==> src/rtl/cmp_track_if.sv <==
// Stream bundle for cmp_track: frame control, sample input and frame-result output.
// Index fields (and the CNT_W parameter) exist only when CMP_TRACK_INDEX_EN is defined.
interface cmp_track_if #(
  parameter int WIDTH = 8
`ifdef CMP_TRACK_INDEX_EN
  , parameter int CNT_W = 5
`endif
);
  logic             start;
  logic             in_valid;
  logic [WIDTH-1:0] in_data;
  logic             in_ready;
  logic             out_valid;
  logic             out_ready;
  logic [WIDTH-1:0] max_val;
  logic [WIDTH-1:0] min_val;
  logic             busy;
`ifdef CMP_TRACK_INDEX_EN
  logic [CNT_W-1:0] max_idx;
  logic [CNT_W-1:0] min_idx;
`endif

  modport master (
    output start, in_valid, in_data, out_ready,
    input  in_ready, out_valid, max_val, min_val, busy
`ifdef CMP_TRACK_INDEX_EN
    , input max_idx, min_idx
`endif
  );

  modport slave (
    input  start, in_valid, in_data, out_ready,
    output in_ready, out_valid, max_val, min_val, busy
`ifdef CMP_TRACK_INDEX_EN
    , output max_idx, min_idx
`endif
  );
endinterface

==> src/rtl/cmp_track.sv <==
// Streaming unsigned min/max tracker over a FRAME_LEN-sample frame.
// Optional feature macro: CMP_TRACK_INDEX_EN adds max_idx/min_idx outputs.
//
// state | meaning
// IDLE  | waiting for start; results from last frame held
// RUN   | accepting samples, tracking running max/min
// HOLD  | frame result presented until out_ready
module cmp_track #(
  parameter int WIDTH     = 8,
  parameter int FRAME_LEN = 16,
  parameter int CNT_W     = $clog2(FRAME_LEN) + 1
) (
  input logic        clk,
  input logic        rst_n,
  cmp_track_if.slave bus
);

  typedef enum logic [1:0] {
    IDLE = 2'd0,
    RUN  = 2'd1,
    HOLD = 2'd2
  } state_t;

  localparam logic [CNT_W-1:0] LAST = CNT_W'(FRAME_LEN - 1);

  state_t           state;
  logic [CNT_W-1:0] cnt;

  always_ff @(posedge clk or negedge rst_n) begin
    if (!rst_n) begin
      state         <= IDLE;
      cnt           <= '0;
      bus.in_ready  <= 1'b0;
      bus.out_valid <= 1'b0;
      bus.busy      <= 1'b0;
      bus.max_val   <= '0;
      bus.min_val   <= '0;
`ifdef CMP_TRACK_INDEX_EN
      bus.max_idx   <= '0;
      bus.min_idx   <= '0;
`endif
    end else begin
      case (state)
        IDLE: begin
          if (bus.start) begin
            state        <= RUN;
            cnt          <= '0;
            bus.in_ready <= 1'b1;
            bus.busy     <= 1'b1;
          end
        end
        RUN: begin
          if (bus.in_valid) begin
            // First sample seeds both trackers; later ones need a strict win.
            if (cnt == '0) begin
              bus.max_val <= bus.in_data;
              bus.min_val <= bus.in_data;
`ifdef CMP_TRACK_INDEX_EN
              bus.max_idx <= '0;
              bus.min_idx <= '0;
`endif
            end else begin
              if (bus.in_data > bus.max_val) begin
                bus.max_val <= bus.in_data;
`ifdef CMP_TRACK_INDEX_EN
                bus.max_idx <= cnt;
`endif
              end
              if (bus.in_data < bus.min_val) begin
                bus.min_val <= bus.in_data;
`ifdef CMP_TRACK_INDEX_EN
                bus.min_idx <= cnt;
`endif
              end
            end
            cnt <= cnt + CNT_W'(1);
            if (cnt == LAST) begin
              state         <= HOLD;
              bus.in_ready  <= 1'b0;
              bus.out_valid <= 1'b1;
            end
          end
        end
        HOLD: begin
          if (bus.out_ready) begin
            state         <= IDLE;
            bus.out_valid <= 1'b0;
            bus.busy      <= 1'b0;
          end
        end
        default: begin
          state         <= IDLE;
          bus.in_ready  <= 1'b0;
          bus.out_valid <= 1'b0;
          bus.busy      <= 1'b0;
        end
      endcase
    end
  end

endmodule

==> src/flat_wrapper.sv <==
// flat-port wrapper written by rule: the top's interface ports become plain ports
module cmp_track_flat 
#(
  parameter int WIDTH     = 8,
  parameter int FRAME_LEN = 16,
  parameter int CNT_W     = $clog2(FRAME_LEN) + 1
)
  (clk, rst_n, bus_start, bus_in_valid, bus_in_data, bus_out_ready, bus_in_ready, bus_out_valid, bus_max_val, bus_min_val, bus_busy);
  cmp_track_if #(.WIDTH(WIDTH)) bus_i ();
  input logic clk;
  input logic rst_n;
  input wire logic [$bits(bus_i.start)-1:0] bus_start;
  input wire logic [$bits(bus_i.in_valid)-1:0] bus_in_valid;
  input wire logic [$bits(bus_i.in_data)-1:0] bus_in_data;
  input wire logic [$bits(bus_i.out_ready)-1:0] bus_out_ready;
  output wire logic [$bits(bus_i.in_ready)-1:0] bus_in_ready;
  output wire logic [$bits(bus_i.out_valid)-1:0] bus_out_valid;
  output wire logic [$bits(bus_i.max_val)-1:0] bus_max_val;
  output wire logic [$bits(bus_i.min_val)-1:0] bus_min_val;
  output wire logic [$bits(bus_i.busy)-1:0] bus_busy;
  assign bus_i.start = bus_start;
  assign bus_i.in_valid = bus_in_valid;
  assign bus_i.in_data = bus_in_data;
  assign bus_i.out_ready = bus_out_ready;
  assign bus_in_ready = bus_i.in_ready;
  assign bus_out_valid = bus_i.out_valid;
  assign bus_max_val = bus_i.max_val;
  assign bus_min_val = bus_i.min_val;
  assign bus_busy = bus_i.busy;
  cmp_track #(.WIDTH(WIDTH), .FRAME_LEN(FRAME_LEN), .CNT_W(CNT_W)) u_core (.clk(clk), .rst_n(rst_n), .bus(bus_i));
endmodule
==> config.mk <==
export PLATFORM = sky130hd
export DESIGN_NAME = cmp_track_flat
export DESIGN_NICKNAME = d
export VERILOG_FILES = /design/src/rtl/cmp_track_if.sv /design/src/rtl/cmp_track.sv /design/src/flat_wrapper.sv
export SDC_FILE = /design/constraint.sdc
export NUM_CORES = 1
export LEC_CHECK = 0
export CAP_MARGIN = 20
export CORE_AREA = 3 3 69 51
export DETAILED_ROUTE_END_ITERATION = 10
export DIE_AREA = 0 0 72 54
export GPL_TIMING_DRIVEN = 0
export HOLD_SLACK_MARGIN = 0.1
export PLACE_DENSITY = 0.82
export SYNTH_ARGS = -nofsm -noshare
export SYNTH_HDL_FRONTEND = slang
export SYNTH_SLANG_ARGS = --single-unit
export TNS_END_PERCENT = 1
==> constraint.sdc <==
create_clock -name clk -period 5.7 [get_ports clk]
set_input_delay 1.425 -clock clk [delete_from_list [all_inputs] [get_ports clk]]
set_output_delay 1.425 -clock clk [all_outputs]
set_load 0.005 [all_outputs]
=== Yosys cells after proc, flatten, opt, wreduce, memory -nomap -nowiden ===
Cells that the tools add are included.

* Register bits after elaboration: 26
* Word-level logic and storage cells: 53
* Output and inout port bits: 19

* Magnitude comparators: 2
* Bitwise logic cells: 3
* Equal/unequal tests: 7
* Reduce and logical (&&, ||, !) cells: 12
* Add/subtract/negate cells: 1
* Multiplexer cells: 21

{| class="wikitable"
|+ Operator list
! cell !! count
|-
| $mux 8 || 4
|-
| $reduce_and 3->1 || 4
|-
| $reduce_and 4->1 || 3
|-
| $mux 5 || 2
|-
| $pmux 5 s2 || 1
|-
| $pmux 1 s3 || 3
|-
| $gt 8x8->1 || 1
|-
| $lt 8x8->1 || 1
|-
| $mux 2 || 4
|-
| $mux 1 || 6
|-
| $ne 2x2->1 const B || 3
|-
| $pmux 2 s3 || 1
|-
| $reduce_bool 2->1 || 3
|-
| $add 5x1->5 const B || 1
|-
| $eq 5x4->1 const B || 1
|-
| $logic_not 5->1 || 1
|-
| $not 1->1 || 3
|-
| $eq 2x1->1 const B || 1
|-
| $eq 2x2->1 const B || 1
|-
| $logic_not 2->1 || 1
|-
| $ne 2x1->1 const B || 1
|}

=== Depth between registers and ports, before layout ===
* Word-level depth: 4
* Gate-level depth with buffers: 7

=== Least setup slack after synthesis ===
Ideal clock, no wire load.

* Path type: input to register
* Start: input port bus_in_data[3]
* End: register u_core.bus.min_val[0]
* Arrival time: 2.788 ns
* Data required time: 5.575 ns
* Setup time: 0.125 ns
* Stages: 6
* Slack: 2.788 ns
* Cells stage by stage: ha_1 o21a_1 nor2_1 or4_1 nand3_2 mux2_2

* Longest elaborated chain between the ends: 3

{| class="wikitable"
|+ RTL lines
! item !! line !! text
|-
| start, declared || flat_wrapper.sv:14 || <nowiki>input wire logic [$bits(bus_i.in_data)-1:0] bus_in_data;</nowiki>
|-
| $lt 8x8->1 || cmp_track.sv:69 || <nowiki>if (bus.in_data < bus.min_val) begin</nowiki>
|-
| $reduce_bool 2->1 (no line) || - ||
|-
| $reduce_and 3->1 (no line) || - ||
|-
| end signal, assigned || cmp_track.sv:57 || <nowiki>bus.min_val <= bus.in_data;</nowiki>
|-
| end signal, assigned || cmp_track.sv:70 || <nowiki>bus.min_val <= bus.in_data;</nowiki>
|-
| end, declared || cmp_track_if.sv:33 || <nowiki>output in_ready, out_valid, max_val, min_val, busy</nowiki>
|}

Every way passes these cells.
A chain may end at the register's enable or synchronous reset.

=== Final worst setup path ===
* Start: input port bus_in_data[7]
* End: register u_core.bus.max_val[1]

* Longest elaborated chain between the ends: 3

{| class="wikitable"
|+ RTL lines
! item !! line !! text
|-
| $gt 8x8->1 || cmp_track.sv:63 || <nowiki>if (bus.in_data > bus.max_val) begin</nowiki>
|-
| $reduce_bool 2->1 (no line) || - ||
|-
| $reduce_and 3->1 (no line) || - ||
|-
| end signal, assigned || cmp_track.sv:56 || <nowiki>bus.max_val <= bus.in_data;</nowiki>
|-
| end signal, assigned || cmp_track.sv:64 || <nowiki>bus.max_val <= bus.in_data;</nowiki>
|-
| end, declared || cmp_track_if.sv:33 ||
|}

Every way passes these cells.

==> results.sh <==
export IMPL_status="completed"
export IMPL_dp_cells=220
export IMPL_drive_gt1_frac=0.09043
export IMPL_synth_fa_ha_area_frac=0.1423
export IMPL_grt_pass1_vias=1265
export IMPL_track_usage=0.2082
export IMPL_cts_sinks=26
export IMPL_cts_resized=0
export IMPL_routed_wirelength_um=3730
export IMPL_drc=0
export IMPL_synth_top_family_by_area="compound AO/OA/AOI/OAI gates"
export IMPL_combPwrFrac=0.521
export IMPL_seq_power_share=0.336
export IMPL_synth_edf_count=0
export IMPL_fin_hold_ws_ps=520.9
export IMPL_setup_viol=0
export IMPL_clk_pin_slew_ps=90
export IMPL_pre_cts_slack_ps=1990
export IMPL_synthMuxAreaShare=0.06324
export IMPL_worstPathArrival_ps=3690
export IMPL_area_growth_pct=28.70
export IMPL_total_leakage_power_nw=0.9483
export IMPL_final_area_mm2=0.002037
export IMPL_wl_per_cell_um=16.65
export IMPL_hold_end="u_core.bus.in_ready"
export IMPL_cts_buffers=3
export IMPL_grt_pass1_wl_um=6092
export IMPL_setup_ws_ps=2227
export IMPL_cts_root_buf="clkbuf_8"
export IMPL_power_share_clock=0.143
export IMPL_tightest_slew_ps=893.1
export IMPL_postSynth_asyncResetShare=1.000
export IMPL_p_per_area_mw_per_mm2=525.3
export IMPL_final_hold_violation_count=0
export IMPL_path_max_fanout=8
export IMPL_min_from="u_core.bus.in_ready"
export IMPL_hold_buffers=0
export IMPL_crit_type="primary input to flop"
export IMPL_final_cell_mix="clkdlybuf4s50_1 (31), dfrtp_1 (26), inv_1 (20)"
export IMPL_period_needed_ps=3473
export IMPL_mappedNetlistNets=183
export IMPL_r2r_start="u_core.cnt[0]"
export IMPL_h_tree_depth=1
export IMPL_ys_warn_count=0
export IMPL_placed_area_mm2=0.001966
export IMPL_cts_tree="done"
export IMPL_synth_flop_cell="dfrtp_1"
export IMPL_nets=220
export IMPL_io_pins=32
export IMPL_netlist_instances=152
export IMPL_core_mm2=0.002863
export IMPL_slew_headroom=0.4000
export IMPL_placement_io_buffers=31
export IMPL_clock_skew_ps=2.333
export IMPL_rrSetupSlack_ps=3520
export IMPL_drt_iter0_markers=114
export IMPL_fmax_ghz=0.2879
export IMPL_dr_pass1_iters=4
export IMPL_fin_setup_tns_ps=0
export IMPL_fin_crit_sh=0.6093
export IMPL_worst_endpoint_required_ps=5910
export IMPL_avgSynthCellArea_um2=10.41
export IMPL_p_sw_mw=0.3803
export IMPL_ant_nets=0
export IMPL_vias=1310
export IMPL_hpwl_um=2817
export IMPL_netlist_area_mm2=0.001583
export IMPL_hold_class="flop to flop"
export IMPL_synth_xor_area_frac=0.005534
export IMPL_rows=16
export IMPL_die_y_um=54
export IMPL_synth_compound_area_frac=0.2158
export IMPL_cts_buffer_depth=2
export IMPL_gp_congestion=0.8052
export IMPL_synth_simple_gate_area_frac=0.1123
export IMPL_die_area_mm2=0.003888
export IMPL_grt_max_degree=20
export IMPL_rr_endpoint="u_core.bus.min_val[0]"
export IMPL_ys_types=34
export IMPL_antenna_found_initial=0
export IMPL_cap_violations=0
export IMPL_layout_commonest_cell="clkdlybuf4s50_1"
export IMPL_slew_viol_final=0
export IMPL_die_x_um=72
export IMPL_ff2ff_path_depth=6
export IMPL_critPathCaptureType="flop"
export IMPL_rsz0062_at_grt="false"
export IMPL_num_antenna_cells=0
export IMPL_synth_seq_area_share=0.4111
export IMPL_p_sw_frac=0.3554
export IMPL_via_per_inst=5.848
export IMPL_final_cells=224
export IMPL_ir_worst_vdd_mv=0.2891
export IMPL_start_util=0.5529
export IMPL_synth_seq_cells=26
export IMPL_min_path_cells=1
export IMPL_postCtsSetupRepairBufs=0
export IMPL_crit_path_start_kind="primary input"
export IMPL_power_internal_mw=0.6897
export IMPL_worstSkewPairLatency_ps=270
export IMPL_grt_overflow_total=0
[cells in the mapped netlist, types with 2 or more instances]
library cell / number / area (um^2)
a21oi_1: 6 / 30.03
a221o_1: 8 / 80.08
a22o_1: 11 / 96.34
and2_1: 2 / 12.51
dfrtp_1: 26 / 650.6
ha_1: 18 / 225.2
inv_1: 20 / 75.07
mux2_2: 8 / 90.09
nand2_1: 8 / 30.03
nand4_1: 4 / 25.02
nor2_1: 7 / 26.28
nor2b_1: 2 / 12.51
o21ai_0: 10 / 50.05
o22ai_1: 2 / 12.51
[state kept, by name, indices dropped and copies added (netlist names)]
register,flops
u_core.state,2
u_core.bus.busy,1
u_core.bus.min_val,8
u_core.bus.max_val,8
u_core.bus.out_valid,1
u_core.cnt,5
u_core.bus.in_ready,1
[critical path, cell delays in order]
cell,delay (ps)
clkdlybuf4s50_1,610
ha_1,320
a21oi_1,170
o21ai_0,140
nor3_1,740
a221o_1,270
[final cells by class]
cell class                      count  area (um^2)
Multi-Input combinational cell    105        853.3
Fill cell                         217        825.8
Sequential cell                    26        650.6
Timing Repair Buffer               32        337.8
Inverter                           20        75.07
Tap cell                           36        45.04
Clock buffer                        3        41.29
Clock inverter                      1        30.03
Buffer                              1        3.754
[kinds of logic after synthesis]
| family | Yosys count |
|---|---|
| flops | 26 |
| xor+xnor | 1 |
| simple gates | 32 |
| compound gates | 45 |
| buf+inv | 21 |
| mux | 9 |
| fa+ha+maj | 18 |
[power by group through the flow]
| stage | clock network [mW] | logic, mW | registers [mW] |
|---|---|---|---|
| final | 0.153 | 0.558 | 0.359 |
| after CTS | 0.156 | 0.561 | 0.357 |
| after global routing | 0.166 | 0.621 | 0.372 |
| after detailed placement | 0 | 0.555 | 0.360 |
| after global placement | 0 | 0.530 | 0.352 |
| after floorplan | 0 | 0.321 | 0.351 |
[per-layer routing]
metal | global-route usage | vias to the layer above | wire (um)
met5 | 0 | - | 0
met4 | 0.05000 | 0 | 29
met3 | 0.05037 | 4 | 257
met2 | 0.3216 | 49 | 1673
met1 | 0.2954 | 617 | 1770
li1 | - | 640 | -
[stage by stage]
step / utilization / total power, mW
CTS: 0.7115 / 1.074
detailed placement: 0.6866 / 0.9142
floorplan: - / 0.6719
global placement: 0.6770 / 0.8821
global route: 0.7115 / 1.160
finish: 0.7115 / 1.070
[worst max path at each step]
stage | from | to | slack [ps] | cells past startpoint
floorplan | bus_in_data[3] | u_core.bus.min_val[0] | 2790 | 6
global placement | bus_in_data[1] | u_core.bus.max_val[6] | 2050 | 7
detailed placement | bus_in_data[1] | u_core.bus.max_val[1] | 1990 | 7
CTS | bus_in_data[1] | u_core.bus.max_val[1] | 2260 | 7
global route | bus_in_data[7] | u_core.bus.max_val[1] | 2050 | 6
finish | bus_in_data[7] | u_core.bus.max_val[1] | 2230 | 6
Note: power is estimated with default switching activity, not from simulation.
